==> src/rtl/mips_pkg.sv <==
// Shared constants for the instruction fetch slice: widths, MIPS opcodes and the
// fetch FSM state encoding.
package mips_pkg;

  localparam int XLEN   = 32;
  localparam int OP_W   = 6;
  localparam int FUNC_W = 6;
  localparam int IMM_W  = 16;
  localparam int TGT_W  = 26;

  localparam logic [OP_W-1:0] OP_J   = 6'b000010;
  localparam logic [OP_W-1:0] OP_JAL = 6'b000011;
  localparam logic [OP_W-1:0] OP_BEQ = 6'b000100;
  localparam logic [OP_W-1:0] OP_BNE = 6'b000101;

  typedef enum logic [1:0] {
    FETCH = 2'd0,
    WAIT  = 2'd1,
    ISSUE = 2'd2,
    FAULT = 2'd3
  } fetch_state_e;

endpackage

==> src/rtl/next_pc_sel.sv <==
// Combinational next-PC selection: jr > j/jal > taken branch > fall-through.
// FETCH_ALIGN_CHECK_EN: report misaligned targets instead of masking bits [1:0].
module next_pc_sel
  import mips_pkg::*;
(
  input  logic [XLEN-1:0]  pc_plus4,
  input  logic [TGT_W-1:0] target,
  input  logic             branch,
  input  logic             branchNot,
  input  logic             jump,
  input  logic             jumpReg,
  input  logic             jumpAndLink,
  input  logic             alu_zero,
  input  logic [XLEN-1:0]  rs_data,
  output logic [XLEN-1:0]  next_pc,
  output logic             misaligned
);

  logic            take_branch;
  logic [XLEN-1:0] br_off;
  logic [XLEN-1:0] raw_pc;

  always_comb begin
    take_branch = (branch & alu_zero) | (branchNot & ~alu_zero);
    // The branch immediate is the low half of the jump target field.
    br_off = {{(XLEN-IMM_W-2){target[IMM_W-1]}}, target[IMM_W-1:0], 2'b00};
    if (jumpReg) begin
      raw_pc = rs_data;
    end else if (jump | jumpAndLink) begin
      raw_pc = {pc_plus4[XLEN-1:XLEN-4], target, 2'b00};
    end else if (take_branch) begin
      raw_pc = pc_plus4 + br_off;
    end else begin
      raw_pc = pc_plus4;
    end
  end

`ifdef FETCH_ALIGN_CHECK_EN
  assign next_pc    = raw_pc;
  assign misaligned = |raw_pc[1:0];
`else
  assign next_pc    = raw_pc & ~32'h3;
  assign misaligned = 1'b0;
`endif

endmodule

==> src/rtl/fetch_unit.sv <==
// Instruction fetch unit: FETCH -> WAIT -> ISSUE loop with a bounded ack wait and a
// sticky fault. Optional FETCH_ALIGN_CHECK_EN faults on misaligned next_pc.
module fetch_unit
  import mips_pkg::*;
#(
  parameter logic [31:0] RESET_PC   = 32'h0000_0000,
  parameter int          WAIT_LIMIT = 16
) (
  input  logic               clk,
  input  logic               rst_n,
  output logic               imem_req,
  output logic [XLEN-1:0]    imem_addr,
  input  logic               imem_ack,
  input  logic [XLEN-1:0]    imem_rdata,
  output logic [XLEN-1:0]    instr,
  output logic [OP_W-1:0]    opcode,
  output logic [FUNC_W-1:0]  func,
  output logic               instr_valid,
  output logic [XLEN-1:0]    pc_plus4,
  input  logic               instr_ready,
  input  logic               branch,
  input  logic               branchNot,
  input  logic               jump,
  input  logic               jumpReg,
  input  logic               jumpAndLink,
  input  logic               alu_zero,
  input  logic [XLEN-1:0]    rs_data,
  output logic               fetch_fault,
  output fetch_state_e       state_dbg
);

  // imem handshake: imem_req is a one-cycle pulse in FETCH; the memory answers with
  // a one-cycle imem_ack (data on imem_rdata) while we sit in WAIT. Downstream,
  // instr_valid/instr_ready form a valid/ready pair: the held instruction retires on
  // the edge where both are high, and nothing changes while ready is low.
  localparam int CNT_W = (WAIT_LIMIT > 1) ? $clog2(WAIT_LIMIT) : 1;
  localparam logic [CNT_W-1:0] CNT_MAX = CNT_W'(WAIT_LIMIT - 1);

  fetch_state_e    state_q, state_d;
  logic [XLEN-1:0] pc_q, pc_d;
  logic [XLEN-1:0] instr_q, instr_d;
  logic            instr_valid_q, instr_valid_d;
  logic            fault_q, fault_d;
  logic [CNT_W-1:0] wait_cnt_q, wait_cnt_d;

  logic [XLEN-1:0] next_pc;
  logic            next_pc_misaligned;

  next_pc_sel u_next_pc_sel (
    .pc_plus4    (pc_plus4),
    .target      (instr_q[TGT_W-1:0]),
    .branch      (branch),
    .branchNot   (branchNot),
    .jump        (jump),
    .jumpReg     (jumpReg),
    .jumpAndLink (jumpAndLink),
    .alu_zero    (alu_zero),
    .rs_data     (rs_data),
    .next_pc     (next_pc),
    .misaligned  (next_pc_misaligned)
  );

  always_comb begin
    state_d       = state_q;
    pc_d          = pc_q;
    instr_d       = instr_q;
    instr_valid_d = instr_valid_q;
    fault_d       = fault_q;
    wait_cnt_d    = wait_cnt_q;
    case (state_q)
      FETCH: begin
        state_d    = WAIT;
        wait_cnt_d = '0;
      end
      WAIT: begin
        if (imem_ack) begin
          instr_d       = imem_rdata;
          instr_valid_d = 1'b1;
          state_d       = ISSUE;
        end else if (wait_cnt_q == CNT_MAX) begin
          state_d = FAULT;
          fault_d = 1'b1;
        end else begin
          wait_cnt_d = wait_cnt_q + 1'b1;
        end
      end
      ISSUE: begin
        if (instr_ready) begin
          instr_valid_d = 1'b0;
          if (next_pc_misaligned) begin
            state_d = FAULT;
            fault_d = 1'b1;
          end else begin
            pc_d    = next_pc;
            state_d = FETCH;
          end
        end
      end
      default: begin
        instr_valid_d = 1'b0;
      end
    endcase
  end

  always_ff @(posedge clk or negedge rst_n) begin
    if (!rst_n) begin
      state_q       <= FETCH;
      pc_q          <= RESET_PC;
      instr_q       <= '0;
      instr_valid_q <= 1'b0;
      fault_q       <= 1'b0;
      wait_cnt_q    <= '0;
    end else begin
      state_q       <= state_d;
      pc_q          <= pc_d;
      instr_q       <= instr_d;
      instr_valid_q <= instr_valid_d;
      fault_q       <= fault_d;
      wait_cnt_q    <= wait_cnt_d;
    end
  end

  // Gate with rst_n so the request stays low while reset holds the FSM in FETCH.
  assign imem_req    = (state_q == FETCH) & rst_n;
  assign imem_addr   = pc_q;
  assign pc_plus4    = pc_q + 32'd4;
  assign instr       = instr_q;
  assign opcode      = instr_q[31:26];
  assign func        = instr_q[5:0];
  assign instr_valid = instr_valid_q;
  assign fetch_fault = fault_q;
  assign state_dbg   = state_q;

endmodule

==> config.mk <==
export PLATFORM = sky130hd
export DESIGN_NAME = fetch_unit
export DESIGN_NICKNAME = d
export VERILOG_FILES = /design/src/rtl/mips_pkg.sv /design/src/rtl/next_pc_sel.sv /design/src/rtl/fetch_unit.sv
export SDC_FILE = /design/constraint.sdc
export NUM_CORES = 1
export LEC_CHECK = 0
export ABC_CLOCK_PERIOD_IN_PS = 4000
export CAP_MARGIN = 15
export CELL_PAD_IN_SITES_DETAIL_PLACEMENT = 1
export CELL_PAD_IN_SITES_GLOBAL_PLACEMENT = 2
export CORE_MARGIN = 1
export CORE_UTILIZATION = 27
export CTS_CLUSTER_DIAMETER = 60
export CTS_CLUSTER_SIZE = 40
export DETAILED_ROUTE_END_ITERATION = 12
export PLACE_DENSITY_LB_ADDON = 0.1
export SLEW_MARGIN = 25
export SYNTH_ARGS = -nofsm -noshare
export SYNTH_HDL_FRONTEND = slang
export SYNTH_SLANG_ARGS = --single-unit
==> constraint.sdc <==
create_clock -name clk -period 4 [get_ports clk]
set_input_delay 0.8 -clock clk [delete_from_list [all_inputs] [get_ports clk]]
set_output_delay 0.8 -clock clk [all_outputs]
set_load 0.02 [all_outputs]
==> metrics.cfg <==
[run_status]
status=complete, no violations

[drt]
drcViolationCount=0
wl_um=23500
dr.max_layer_used=met5
dr_wl_met2_um=11300
num_vias=5968
drtPass1Iterations=4
antenna_left=0
vias_per_cell=5.10
routedLengthMet1_um=10800
drt-initial-drc-count=208
routedWlPerCell_um=20.1
route.met3.wl_um=1090

[final_layout]
layout-drive-gt1-share_pct=19.6
layout.cells.non_filler=1170
seq_area_um2=1750
num-fill-cells=2380
area_growth_syn_to_layout_pct=51.6
nets=1007
multi_input_area_um2=3840
antennaDiodeCount=0

[timing]
fmax_ghz=0.262
maxSlewHeadroom_pct=51.1
tightest_slew_ns=0.732
hold_ws_ns=0.475
finalCritPeriodShare_pct=95.6
setup_ws_ns=0.177
setup_viol=0
period_needed_ns=3.82
fin_skew_ns=0.00791
finalHoldViolations=0
maxSlewViolCount=0

[grt]
antenna_found_initial=1
grt_usage_pct=21.8
grt_max_degree=41
grt_pass1_vias=6425
grt_pass1_wl_um=36400
grt_overflow=0

[placement]
place_congestion=0.817
dp_hpwl_um=17800
post-place-ws_ns=-0.000555
io_buffers=180
dp.cells=1149

[clocking]
path_clk_slew_ns=0.07
cts_buffers=9
clock-sinks=70
root_buffer=clkbuf_16
htreeDepth=3
clk_path_buf_depth=2
clock_latency_ns=0.36
cts_tree=built

[yosys]
ys.flop_type=dfrtp_1
yosysTopAreaCell=dfrtp_1
ys_warn_count=0
synthArstFlopShare_pct=100
synth_edf_count=0
yosysSeqAreaShare_pct=30.6
synth_top_cell_area_share_pct=30.6
synth_cell_type_count=72
netlist_top_cells_count=nand2_1 (78), dfrtp_1 (70), a21oi_1 (56)
synthesis.instances=668
synth-seq-cells=70
syn_avg_cell_area_um2=8.57
yosysMostFrequentCell=nand2_1
ys_top_cells_by_area=dfrtp_1 (31%), ha_1 (8.1%), mux2_2 (6.7%)
synth_area_um2=5730

[power_and_ir_drop]
leakage_nw=3.71
seq_power_share_pct=17.9
p_sw_share_pct=47.8
p_int_mw=4.35
switchingPower_mw=3.99
power_density_nw_per_um2=961
combPwrFrac_pct=72.2
ir_drop_v=0.000359
p_clk_share_pct=9.9

[die]
fp-row-count=52
die_w_um=148
die_area_um2=21800
io_pins=187
core-area_um2=20500
start_util_pct=27.9
die_h_um=148

[critical_path]
crit_required_ns=4.26
path_class=reg2reg
end_kind=flop
cp_data_arrival_time_ns=4.09
crit_fanout=6
start_kind=flop

[hold_path]
hold_path_class=reg2reg

[flow_run]
max-cap-violations=0

## metal layers
layer	track usage, %	vias up
li1	-	2851
met1	29.2	2955
met2	36.1	144
met3	4.35	16
met4	5.10	2
met5	0	-
## logic make-up after synthesis
logic type,Yosys count,share of synthesized area (%)
flip-flops,70,30.6
multiplexers,36,7.03
XOR/XNOR,51,7.80
AND/OR/NAND/NOR,218,18.3
adder cells (fa/ha/maj),38,8.43
AO/OA/AOI/OAI,192,22.2
other,1,0.0655
buffers and inverters,62,5.61
## worst max-delay path, cell delays in order, from the launching register on
cell,delay (ns)
dfrtp_1,0.35
and4_1,0.25
and4_4,0.28
nand4_1,0.12
nor2_2,0.19
xor2_2,0.12
ha_1,0.33
clkinvlp_2,0.13
a211oi_2,0.23
a211oi_1,0.08
buf_4,0.14
and3b_4,0.20
a211oi_4,0.31
a2111oi_4,0.12
or4_4,0.50
and3b_1,0.19
o31ai_2,0.18
## final timing paths
path                       slack (ns)  cells after the start                   endpoint                      start
max in group asynchronous        2.52                      3   imem_addr[7]$_DFFE_PN0P_                      rst_n
min in group asynchronous        0.54                      2    instr_valid$_DFFE_PN0P_                      rst_n
min reg2reg                      0.48                      1    fetch_fault$_DFFE_PN0P_    fetch_fault$_DFFE_PN0P_
max                              0.18                     16  imem_addr[31]$_DFFE_PN0P_  imem_addr[11]$_DFFE_PN0P_
max reg2reg                      0.18                     16  imem_addr[31]$_DFFE_PN0P_  imem_addr[11]$_DFFE_PN0P_
min                              0.48                      1    fetch_fault$_DFFE_PN0P_    fetch_fault$_DFFE_PN0P_
## layout make-up
type | count | area share, %
clock inverter | 7 | 0.735
clock buffer | 9 | 2.59
multi-input combinational | 539 | 44.2
sequential | 70 | 20.2
inverter | 17 | 0.749
tap | 270 | 3.89
timing repair buffer | 258 | 27.6
## state kept, by name, summed over array words and instances, names as in the netlist
register / count
wait_cnt_q: 4
state_dbg: 2
instr_valid: 1
instr: 32
fetch_fault: 1
imem_addr: 30
## stage by stage
stage	util (%)	power (mW)	TNS (ns)	instance area, um^2
floorplan	-	4.91	0	5780
global placement	40.1	7.17	0	8230
detailed placement	40.1	7.29	-0.000555	8230
CTS	41.6	8.19	0	8520
global route	42.4	8.97	-0.00218	8680
finish	42.4	8.34	0	8680
## power groups by stage
stage / clock network, mW / logic [mW] / registers [mW]
after CTS: 0.854 / 5.85 / 1.49
after detailed placement: 0 / 5.80 / 1.49
after floorplan: 0 / 3.12 / 1.79
final: 0.827 / 6.02 / 1.49
after global routing: 0.874 / 6.55 / 1.55
after global placement: 0 / 5.69 / 1.48
## cell usage in the layout (no fill, tap or decap), types with 9 or more instances in the layout
| cell | n |
|---|---|
| a21o_1 | 15 |
| a21oi_1 | 54 |
| and3_1 | 13 |
| buf_4 | 78 |
| clkbuf_16 | 9 |
| clkdlybuf4s50_1 | 179 |
| dfrtp_1 | 69 |
| ha_1 | 33 |
| inv_1 | 16 |
| mux2_2 | 34 |
| nand2_1 | 77 |
| nand3_1 | 17 |
| nand4_1 | 10 |
| nor2_1 | 51 |
| nor3_1 | 11 |
| o21ai_0 | 46 |
| xnor2_1 | 28 |
| xor2_1 | 15 |
## timing repair
action / in CTS / in global routing
gates resized for setup: 2 / 26
setup endpoints to repair: 1 / 9
pin swaps: 0 / 4
hold buffers: 0 / 0
gates cloned: 0 / 0
buffers inserted: 0 / 5
No activity file was read; power rests on OpenSTA's default activity.
